[config.mk]
export PLATFORM = sky130hd
export DESIGN_NAME = vga_fb_arbiter_flat
export DESIGN_NICKNAME = d
export VERILOG_FILES = /design/src/rtl/vga_fb_if.sv /design/src/rtl/vga_fb_arbiter.sv /design/src/flat_wrapper.sv
export SDC_FILE = /design/constraint.sdc
export NUM_CORES = 1
export LEC_CHECK = 0
export ABC_CLOCK_PERIOD_IN_PS = 1550
export CAP_MARGIN = 20
export CORE_ASPECT_RATIO = 1.1
export CORE_MARGIN = 2
export CORE_UTILIZATION = 36
export DETAILED_ROUTE_END_ITERATION = 8
export PLACE_DENSITY = 0.78
export SLEW_MARGIN = 20
export SYNTH_ARGS = -nofsm -noshare
export SYNTH_HDL_FRONTEND = slang
export SYNTH_SLANG_ARGS = --single-unit
[constraint.sdc]
create_clock -name clk -period 1.55 [get_ports clk]
set_input_delay 0.3875 -clock clk [delete_from_list [all_inputs] [get_ports clk]]
set_output_delay 0.3875 -clock clk [all_outputs]
set_load 0.02 [all_outputs]
[src/rtl/vga_fb_if.sv]
// vga_fb_if: video/CPU request ports and framebuffer RAM bus around the arbiter
interface vga_fb_if #(
   parameter int ADDR_W = 16,
   parameter int DATA_W = 8
);
   logic              vid_req;
   logic [ADDR_W-1:0] vid_addr;
   logic              vid_gnt;
   logic [DATA_W-1:0] vid_rdata;
   logic              vid_rvalid;
   logic              cpu_req;
   logic              cpu_we;
   logic [ADDR_W-1:0] cpu_addr;
   logic [DATA_W-1:0] cpu_wdata;
   logic              cpu_ack;
   logic [DATA_W-1:0] cpu_rdata;
   logic              cpu_rvalid;
   logic              mem_en;
   logic              mem_we;
   logic [ADDR_W-1:0] mem_addr;
   logic [DATA_W-1:0] mem_wdata;
   logic [DATA_W-1:0] mem_rdata;
   logic              starve_flag;
   modport master (
      output vid_req, vid_addr, cpu_req, cpu_we, cpu_addr, cpu_wdata, mem_rdata,
      input  vid_gnt, vid_rdata, vid_rvalid, cpu_ack, cpu_rdata, cpu_rvalid,
             mem_en, mem_we, mem_addr, mem_wdata, starve_flag
   );
   modport slave (
      input  vid_req, vid_addr, cpu_req, cpu_we, cpu_addr, cpu_wdata, mem_rdata,
      output vid_gnt, vid_rdata, vid_rvalid, cpu_ack, cpu_rdata, cpu_rvalid,
             mem_en, mem_we, mem_addr, mem_wdata, starve_flag
   );
endinterface

[src/rtl/vga_fb_arbiter.sv]
// vga_fb_arbiter: fixed-priority video/CPU framebuffer arbiter with CPU starvation override
module vga_fb_arbiter #(
   parameter int ADDR_W     = 16,
   parameter int DATA_W     = 8,
   parameter int RD_LAT     = 1,
   parameter int STARVE_MAX = 800
) (
   input logic     clk,
   input logic     rst,
   vga_fb_if.slave bus
);
   typedef enum logic [1:0] {IDLE, VID, CPU} owner_t;
   localparam int CW = $clog2(STARVE_MAX + 1);
   owner_t            owner, owner_nxt;
   logic [CW-1:0]     cnt, cnt_nxt;
   logic              cpu_elig, forced, flag_q, we_q;
   logic [ADDR_W-1:0] addr_q;
   logic [DATA_W-1:0] wdata_q, vid_hold, cpu_hold;
   logic [RD_LAT-1:0] vtag, ctag;
   always_comb begin
      cpu_elig  = bus.cpu_req & ~bus.cpu_ack;
      forced    = cpu_elig && cnt == CW'(STARVE_MAX);
      owner_nxt = forced ? CPU : bus.vid_req ? VID : cpu_elig ? CPU : IDLE;
      cnt_nxt   = (!bus.cpu_req || owner_nxt == CPU) ? '0 :
                  (cpu_elig && cnt != CW'(STARVE_MAX)) ? cnt + 1'b1 : cnt;
   end
   always_ff @(posedge clk) begin
      if (rst) begin
         owner    <= IDLE;
         cnt      <= '0;
         we_q     <= 1'b0;
         addr_q   <= '0;
         wdata_q  <= '0;
         flag_q   <= 1'b0;
         vtag     <= '0;
         ctag     <= '0;
         vid_hold <= '0;
         cpu_hold <= '0;
      end else begin
         owner    <= owner_nxt;
         cnt      <= cnt_nxt;
         we_q     <= owner_nxt == CPU && bus.cpu_we;
         addr_q   <= owner_nxt == VID ? bus.vid_addr : owner_nxt == CPU ? bus.cpu_addr : '0;
         wdata_q  <= (owner_nxt == CPU && bus.cpu_we) ? bus.cpu_wdata : '0;
         flag_q   <= flag_q | forced;
         vtag     <= RD_LAT'({vtag, owner == VID});
         ctag     <= RD_LAT'({ctag, owner == CPU && !we_q});
         vid_hold <= bus.vid_rvalid ? bus.mem_rdata : vid_hold;
         cpu_hold <= bus.cpu_rvalid ? bus.mem_rdata : cpu_hold;
      end
   end
   assign bus.vid_gnt     = owner == VID;
   assign bus.cpu_ack     = owner == CPU;
   assign bus.mem_en      = owner != IDLE;
   assign bus.mem_we      = we_q;
   assign bus.mem_addr    = addr_q;
   assign bus.mem_wdata   = wdata_q;
   assign bus.starve_flag = flag_q;
   assign bus.vid_rvalid  = vtag[RD_LAT-1];
   assign bus.cpu_rvalid  = ctag[RD_LAT-1];
   assign bus.vid_rdata   = bus.vid_rvalid ? bus.mem_rdata : vid_hold;
   assign bus.cpu_rdata   = bus.cpu_rvalid ? bus.mem_rdata : cpu_hold;
endmodule

[src/flat_wrapper.sv]
// flat-port wrapper written by rule: the top's interface ports become plain ports
module vga_fb_arbiter_flat 
#(
   parameter int ADDR_W     = 16,
   parameter int DATA_W     = 8,
   parameter int RD_LAT     = 1,
   parameter int STARVE_MAX = 800
)
  (clk, rst, bus_vid_req, bus_vid_addr, bus_cpu_req, bus_cpu_we, bus_cpu_addr, bus_cpu_wdata, bus_mem_rdata, bus_vid_gnt, bus_vid_rdata, bus_vid_rvalid, bus_cpu_ack, bus_cpu_rdata, bus_cpu_rvalid, bus_mem_en, bus_mem_we, bus_mem_addr, bus_mem_wdata, bus_starve_flag);
  vga_fb_if #(.ADDR_W(ADDR_W), .DATA_W(DATA_W)) bus_i ();
  input logic clk;
  input logic rst;
  input wire logic [$bits(bus_i.vid_req)-1:0] bus_vid_req;
  input wire logic [$bits(bus_i.vid_addr)-1:0] bus_vid_addr;
  input wire logic [$bits(bus_i.cpu_req)-1:0] bus_cpu_req;
  input wire logic [$bits(bus_i.cpu_we)-1:0] bus_cpu_we;
  input wire logic [$bits(bus_i.cpu_addr)-1:0] bus_cpu_addr;
  input wire logic [$bits(bus_i.cpu_wdata)-1:0] bus_cpu_wdata;
  input wire logic [$bits(bus_i.mem_rdata)-1:0] bus_mem_rdata;
  output wire logic [$bits(bus_i.vid_gnt)-1:0] bus_vid_gnt;
  output wire logic [$bits(bus_i.vid_rdata)-1:0] bus_vid_rdata;
  output wire logic [$bits(bus_i.vid_rvalid)-1:0] bus_vid_rvalid;
  output wire logic [$bits(bus_i.cpu_ack)-1:0] bus_cpu_ack;
  output wire logic [$bits(bus_i.cpu_rdata)-1:0] bus_cpu_rdata;
  output wire logic [$bits(bus_i.cpu_rvalid)-1:0] bus_cpu_rvalid;
  output wire logic [$bits(bus_i.mem_en)-1:0] bus_mem_en;
  output wire logic [$bits(bus_i.mem_we)-1:0] bus_mem_we;
  output wire logic [$bits(bus_i.mem_addr)-1:0] bus_mem_addr;
  output wire logic [$bits(bus_i.mem_wdata)-1:0] bus_mem_wdata;
  output wire logic [$bits(bus_i.starve_flag)-1:0] bus_starve_flag;
  assign bus_i.vid_req = bus_vid_req;
  assign bus_i.vid_addr = bus_vid_addr;
  assign bus_i.cpu_req = bus_cpu_req;
  assign bus_i.cpu_we = bus_cpu_we;
  assign bus_i.cpu_addr = bus_cpu_addr;
  assign bus_i.cpu_wdata = bus_cpu_wdata;
  assign bus_i.mem_rdata = bus_mem_rdata;
  assign bus_vid_gnt = bus_i.vid_gnt;
  assign bus_vid_rdata = bus_i.vid_rdata;
  assign bus_vid_rvalid = bus_i.vid_rvalid;
  assign bus_cpu_ack = bus_i.cpu_ack;
  assign bus_cpu_rdata = bus_i.cpu_rdata;
  assign bus_cpu_rvalid = bus_i.cpu_rvalid;
  assign bus_mem_en = bus_i.mem_en;
  assign bus_mem_we = bus_i.mem_we;
  assign bus_mem_addr = bus_i.mem_addr;
  assign bus_mem_wdata = bus_i.mem_wdata;
  assign bus_starve_flag = bus_i.starve_flag;
  vga_fb_arbiter #(.ADDR_W(ADDR_W), .DATA_W(DATA_W), .RD_LAT(RD_LAT), .STARVE_MAX(STARVE_MAX)) u_core (.clk(clk), .rst(rst), .bus(bus_i));
endmodule
==> flow_summary.yaml, run 1 <==
flow_run:
  max-cap-violations: 0
synthesis:
  asyncSetResetFlopFracSynth: 0
  synth_cells: 186
  yosys.cell_types.count: 36
  synthMostInstantiatedCell: "dfxtp_1"
  mappedNetlistArea_mm2: 0.002090
  syn-mean-instance-area_um2: 11.23
  post_synth_most_frequent_cells: "dfxtp_1, nor2b_1, mux2_2"
  yosysWarningCount: 0
  synthFlopType: "dfxtp_1"
  synth_top_cells_by_area: "dfxtp_1, mux2_2, nor2b_1"
  top_area_cell_type_share_of_the_netlist_area: 0.5365
  ys_seq_elements: 56
  post-synth-top-area-cell: "dfxtp_1"
  post_synth_net_total: 241
  seq_area_frac_synth: 0.5365
  synth-edff-count: 0
sta:
  rsz_0062_raised_after_global_routing: "true"
  setup_slack_ps: -162.4
  drv_slew: 0
  maxSlewHeadroom: 0.7927
  max_clock_freq_ghz: 0.5840
  layout_worst_path_cycle_share: 1.105
  final-hold-violation-count: 0
  layout_min_cycle_time_ps: 1712
  setup_viol: 17
  clock-skew-final_ps: 2.665
  worst_hold_margin_ps: 414.6
  worst-slew-pin-transition_ps: 309.7
power_and_ir_drop:
  pwr_density_cell_mw_per_mm2: 759.4
  p_total_mw: 2.759
  ir_worst_vdd_mv: 0.4447
  power.static_leakage_nw: 1.592
worst_setup_path:
  path_cells: "buf_6 -> buf_12 -> mux2_4 -> buf_6"
  r2r_end: "u_core.cnt[7]"
  end_kind: "output pin"
  ff2ff_setup_slack_ps: 0
  setup.worst_path.start_class: "flip-flop"
  timing.setup.critical_path_class: "flip-flop to output pin"
  worst_ep_required_ps: 1160
  worst_path_most_repeated_cell: "buf_6"
  arrival_ps: 1320
  timing.critical_path.slowest_cell_delay_ps: 350
  worst-path-max-fanout: 3
  worst_r2r_startpoint: "u_core.cnt[4]"
  ff2ff_path_depth: 6
  cpMaxStageDelayCell: "dfxtp_2"
final_layout:
  layout.cells.non_filler: 394
  drive_gt1_frac: 0.3659
  num_antenna_cells: 0
  num-nets-final: 372
  syn_to_final_growth_pct: 73.89
  fillCellCount: 469
place:
  gp_congestion: 0.7744
  io_buffer_count: 99
  dp_worst_setup_slack_ps: -475.8
  detailedPlacementHpwl_um: 3770
  numPlacedInstances: 381
cts:
  cts_buffer_depth: 2
  cts-root-buf: "clkbuf_8"
  cts.sink_count: 56
  clock_latency_ps: 300
  clkSlewWorstSetupHoldPaths_ps: 90
  cts_made_buffers: 5
  tritoncts: "yes"
  h-tree-depth: 2
route:
  wl_um: 5122
  viasPerCell: 4.632
  drc_violations: 0
  antenna_violating_nets_post_route: 0
  dr_total_vias: 1825
  detail_route.first_pass.iterations: 4
  wl_per_cell_um: 13.00
  drt-initial-drc-count: 65
global_route:
  gr-total-overflow: 0
  grt_antenna_before_repair: 0
  gr-usage-all-layers: 0.1635
  grt_pass1_vias: 1891
  grt_max_degree: 27
  grt_first_pass_wirelength_um: 8390
hold_path:
  hold_class: "flip-flop to flip-flop"
  min_from: "u_core.bus.mem_we"
  hold-path-endpoint: "u_core.bus.cpu_rvalid"
  worst_hold_path.num_cells: 1
die:
  die_area_mm2: 0.006430
  top_level_ports: 100
  std_cell_rows: 29
  initial_standard_cell_utilization_of_the_core: 0.3668
  fp.coreArea_mm2: 0.005697
  die_h_um: 83.91
  die_width_um: 76.64
outcome:
  violations: "negative setup slack"
  status: "complete, but fails checks"
-- metrics by stage --
step	TNS, ps	cell area, um2	util
5_1_grt	-2885	3633	0.6378
3_3_place_gp	-12920	3362	0.5902
2_1_floorplan	0	2097	-
3_5_place_dp	-13120	3362	0.5902
6_report	-1570	3633	0.6378
4_1_cts	-2259	3492	0.6130
-- power breakdown --
group          switching, mW  internal (mW)  leakage, nW
Sequential            0.0126           1.48        0.460
Combinational          0.199          0.293         1.09
Clock                  0.455          0.317       0.0417
-- worst max-delay path by stage --
stage	from	to	depth (start not counted)
2_1_floorplan	u_core.bus.cpu_rvalid	bus_cpu_rdata[0]	2
3_3_place_gp	bus_mem_rdata[1]	bus_vid_rdata[1]	3
3_5_place_dp	bus_mem_rdata[1]	bus_vid_rdata[1]	3
4_1_cts	u_core.bus.vid_rvalid	bus_vid_rdata[7]	4
5_1_grt	u_core.bus.cpu_rvalid	bus_cpu_rdata[7]	4
6_report	u_core.bus.cpu_rvalid	bus_cpu_rdata[6]	4
-- final cells by class --
type | instances | area [um2] | area share
repair buffers | 133 | 1281 | 0.3526
flip-flops and latches | 56 | 1131 | 0.3113
multi-input cells | 117 | 1028 | 0.2831
well taps | 77 | 96.34 | 0.02652
clock buffers | 6 | 72.57 | 0.01997
inverters | 4 | 15.01 | 0.004132
clock inverters | 1 | 8.758 | 0.002410
-- routing by layer --
layer | GRT usage | wire, um
met1 | 0.1707 | 1969
met2 | 0.2936 | 2660
met5 | 0 | 0
met3 | 0.05844 | 369
met4 | 0.07107 | 123
-- registers in the layout, indices dropped and copies added, names as in the netlist --
signal / flops
u_core.owner: 2
u_core.vid_hold: 8
u_core.cnt: 10
u_core.bus.vid_rvalid: 1
u_core.bus.starve_flag: 1
u_core.bus.mem_we: 1
u_core.bus.cpu_rvalid: 1
u_core.cpu_hold: 8
u_core.bus.mem_wdata: 8
u_core.bus.mem_addr: 16
-- repair_timing --
action,4_1_cts,5_1_grt
setup buffers,4,4
hold buffers,0,0
endpoints found under the setup margin,55,40
pin swaps,3,6
resized for setup,146,43
-- cell usage in the layout (no fill, tap or decap), types with 2 or more instances in the layout --
master | Yosys | layout
or3_1 | 4 | 3
buf_4 | 0 | 23
mux2_4 | 0 | 15
a22o_1 | 10 | 10
clkdlybuf4s50_1 | 0 | 52
o21ai_0 | 5 | 5
nor2b_1 | 19 | 18
and3_1 | 8 | 8
dlygate4sd2_1 | 0 | 26
a22o_2 | 6 | 6
buf_12 | 0 | 3
nand3_1 | 5 | 5
nand4_1 | 4 | 4
nor3_1 | 2 | 2
xor2_1 | 2 | 2
clkbuf_8 | 0 | 5
buf_2 | 1 | 3
dfxtp_1 | 56 | 48
nand2_1 | 6 | 6
nor2_2 | 0 | 2
buf_6 | 3 | 24
a21oi_2 | 0 | 7
inv_1 | 4 | 4
dfxtp_2 | 0 | 8
-- critical path: cells and delay by family, from the launching register on --
family                 cells  cell delay, ps
flip-flops                 1             350
multiplexers               1             300
buffers and inverters      3             380
-- kinds of logic after synthesis --
group / Yosys count / synth area share
adders and majority gates: 2 / 0.01197
DFF: 56 / 0.5365
AOI/OAI and AO/OA: 33 / 0.1234
buffers and inverters: 13 / 0.03472
xor gates and xnor gates: 3 / 0.01258
and+or+nand+nor: 63 / 0.1946
muxes: 16 / 0.08623
Power figures use the tool's default switching activity.
==> run 2, diff against run 1 <==
--- a/config.mk
+++ b/config.mk
@@ -5,13 +5,14 @@
 export SDC_FILE = /design/constraint.sdc
 export NUM_CORES = 1
 export LEC_CHECK = 0
+export ABC_AREA = 1
 export ABC_CLOCK_PERIOD_IN_PS = 1550
 export CAP_MARGIN = 20
 export CORE_ASPECT_RATIO = 1.1
 export CORE_MARGIN = 2
-export CORE_UTILIZATION = 36
+export CORE_UTILIZATION = 38
 export DETAILED_ROUTE_END_ITERATION = 8
-export PLACE_DENSITY = 0.78
+export PLACE_DENSITY = 0.79
 export SLEW_MARGIN = 20
 export SYNTH_ARGS = -nofsm -noshare
 export SYNTH_HDL_FRONTEND = slang
==> flow_summary.yaml, run 2 <==
outcome:
  status: "completed"
synthesis:
  post_synth_most_frequent_cells: "nand2_1, dfxtp_1, a21oi_1"
  synthMostInstantiatedCell: "nand2_1"
  synth_cells: 308
  yosysWarningCount: 0
  seq_area_frac_synth: 0.4771
  asyncSetResetFlopFracSynth: 0
  synthAdderAreaFrac: 0.01065
  synth_top_cells_by_area: "dfxtp_1, nand2_1, a21oi_1"
  post_synth_xor_area_fraction: 0.01491
  synthFlopType: "dfxtp_1"
  syn-mean-instance-area_um2: 7.629
  synth_top_family_by_area: "simple AND/OR/NAND/NOR gates"
  yosys.cell_types.count: 26
  post_synth_net_total: 363
  synth-edff-count: 0
  synthSimpleGateAreaFrac: 0.3685
  ys_seq_elements: 56
  yosys-mux-area-fraction: 0
  top_area_cell_type_share_of_the_netlist_area: 0.4771
  compound_gate_fraction_of_synth_area: 0.05964
  mappedNetlistArea_mm2: 0.002350
  post-synth-top-area-cell: "dfxtp_1"
final_layout:
  most-common-layout-cells: "nand2_1, buf_4, dfxtp_1"
  final_area_mm2: 0.003820
  num-nets-final: 505
  largest_register_ffs: 16
  num_antenna_cells: 0
  syn_to_final_growth_pct: 62.57
  drive_gt1_frac: 0.2395
  layout.cells.most_common: "nand2_1"
sta:
  worst_hold_margin_ps: 409.2
  setup_viol: 0
  worst-slew-pin-transition_ps: 294.0
  layout_worst_path_cycle_share: 0.9784
  maxSlewHeadroom: 0.8032
  layout_min_cycle_time_ps: 1517
  max_clock_freq_ghz: 0.6594
  setup_slack_ps: 33.40
  clock-skew-final_ps: 10.43
  final-hold-violation-count: 0
  drv_slew: 0
worst_setup_path:
  cpMaxStageDelayCell: "clkdlybuf4s50_1"
  timing.setup.critical_path_class: "input pin to output pin"
  ff2ff_setup_slack_ps: 120
  ff2ff_path_depth: 10
  arrival_ps: 1130
  path_cells: "clkdlybuf4s50_1 -> nand2_1 -> nand2_1 -> buf_4"
  r2r_end: "u_core.bus.mem_addr[14]"
  critPathTopFamily: "buffers and inverters"
  worst_r2r_startpoint: "u_core.cnt[0]"
  worst-path-max-fanout: 2
  worst-path-buf-inv: 2
  worst_path_most_repeated_cell: "nand2_1"
  worst_ep_required_ps: 1160
  end_kind: "output pin"
  timing.critical_path.slowest_cell_delay_ps: 470
  setup.worst_path.start_class: "input pin"
power_and_ir_drop:
  ir_worst_vdd_mv: 0.4736
  p_total_mw: 2.824
  pwr_density_cell_mw_per_mm2: 739.2
  power.static_leakage_nw: 1.907
place:
  dp_worst_setup_slack_ps: -463.1
  detailedPlacementHpwl_um: 4778
  io_buffer_count: 99
  gp_congestion: 0.7893
  placedInstanceArea_mm2: 0.003736
cts:
  holdBufCountCts: 0
  tritoncts: "yes"
  cts_buffer_depth: 2
  clkSlewWorstSetupHoldPaths_ps: 100
  cts-root-buf: "clkbuf_8"
  clock_latency_ps: 310
  h-tree-depth: 2
  cts_made_buffers: 5
  cts.sink_count: 56
global_route:
  grt_first_pass_wirelength_um: 10030
  grt_pass1_vias: 2359
  gr-total-overflow: 0
  grt_antenna_before_repair: 0
  gr-usage-all-layers: 0.1807
  grt_max_degree: 20
route:
  detail_route.first_pass.iterations: 4
  wl_um: 6327
  wl_per_cell_um: 11.92
  viasPerCell: 4.721
  drc_violations: 0
  dr_total_vias: 2507
  antenna_violating_nets_post_route: 0
  drt-initial-drc-count: 58
hold_path:
  hold-path-endpoint: "u_core.vid_hold[3]"
  worst_hold_path.num_cells: 3
  min_from: "bus_mem_rdata[3]"
  hold_class: "input pin to flip-flop"
die:
  die_h_um: 86.48
  top_level_ports: 100
  die_area_mm2: 0.006829
  fp.coreArea_mm2: 0.006081
  initial_standard_cell_utilization_of_the_core: 0.3864
  std_cell_rows: 30
  die_width_um: 78.98
flow_run:
  max-cap-violations: 0
## run 2: cell type report
cell class	count	area (um2)
clock inverters	3	27.53
multi-input cells	213	1106
flip-flops and latches	56	1125
clock buffers	5	68.82
well taps	80	100.1
repair buffers	148	1295
inverters	26	97.59
fillers	551	2261
## run 2: repair_timing
item	CTS	global route
endpoints found under the setup margin	66	57
gates cloned	0	0
buffers inserted	0	1
gates resized for setup	118	29
hold endpoints to repair	0	0
pin swaps	3	5
## run 2: worst register-to-register path, delay by kind of cell, from the launching register on
kind          cells  cell delay, ps
fa+ha+maj         1             140
buf+inv           3             310
simple gates      6             560
flops             1             340
## run 2: worst max path at each step
stage / start / to / slack [ps] / cells after the start
2_1_floorplan: u_core.bus.cpu_rvalid / bus_cpu_rdata[0] / 90 / 4
3_3_place_gp: bus_mem_rdata[6] / bus_vid_rdata[6] / -470 / 4
3_5_place_dp: bus_mem_rdata[5] / bus_vid_rdata[5] / -460 / 4
4_1_cts: bus_mem_rdata[6] / bus_vid_rdata[6] / 3 / 4
5_1_grt: u_core.cnt[0] / u_core.bus.mem_wdata[3] / -5 / 8
6_report: bus_mem_rdata[7] / bus_cpu_rdata[7] / 30 / 4
## run 2: kinds of logic after synthesis
family	after synthesis
and+or+nand+nor	179
DFF	56
adders and majority gates	2
AOI/OAI and AO/OA	28
buffers and inverters	39
xor gates and xnor gates	4
## run 2: stage by stage
step | setup TNS, ps | instances | utilization
6_report | 0 | 531 | 0.6282
5_1_grt | -4.776 | 531 | 0.6282
4_1_cts | 0 | 530 | 0.6156
3_5_place_dp | -11390 | 522 | 0.6144
3_3_place_gp | -11400 | 522 | 0.6144
2_1_floorplan | 0 | 308 | -
## run 2: per-layer routing
layer  part of all wire  global-route usage  routed length, um
met2               0.51              0.3297               3248
met4              0.012             0.04859                 76
met1               0.41              0.2099               2591
met3              0.065             0.04479                410
met5                  0                   0                  0
## run 2: power by group
part,switching [mW],internal [mW]
combinational,0.240,0.258
sequential,0.0122,1.48
clock,0.498,0.333
total,0.750,2.07
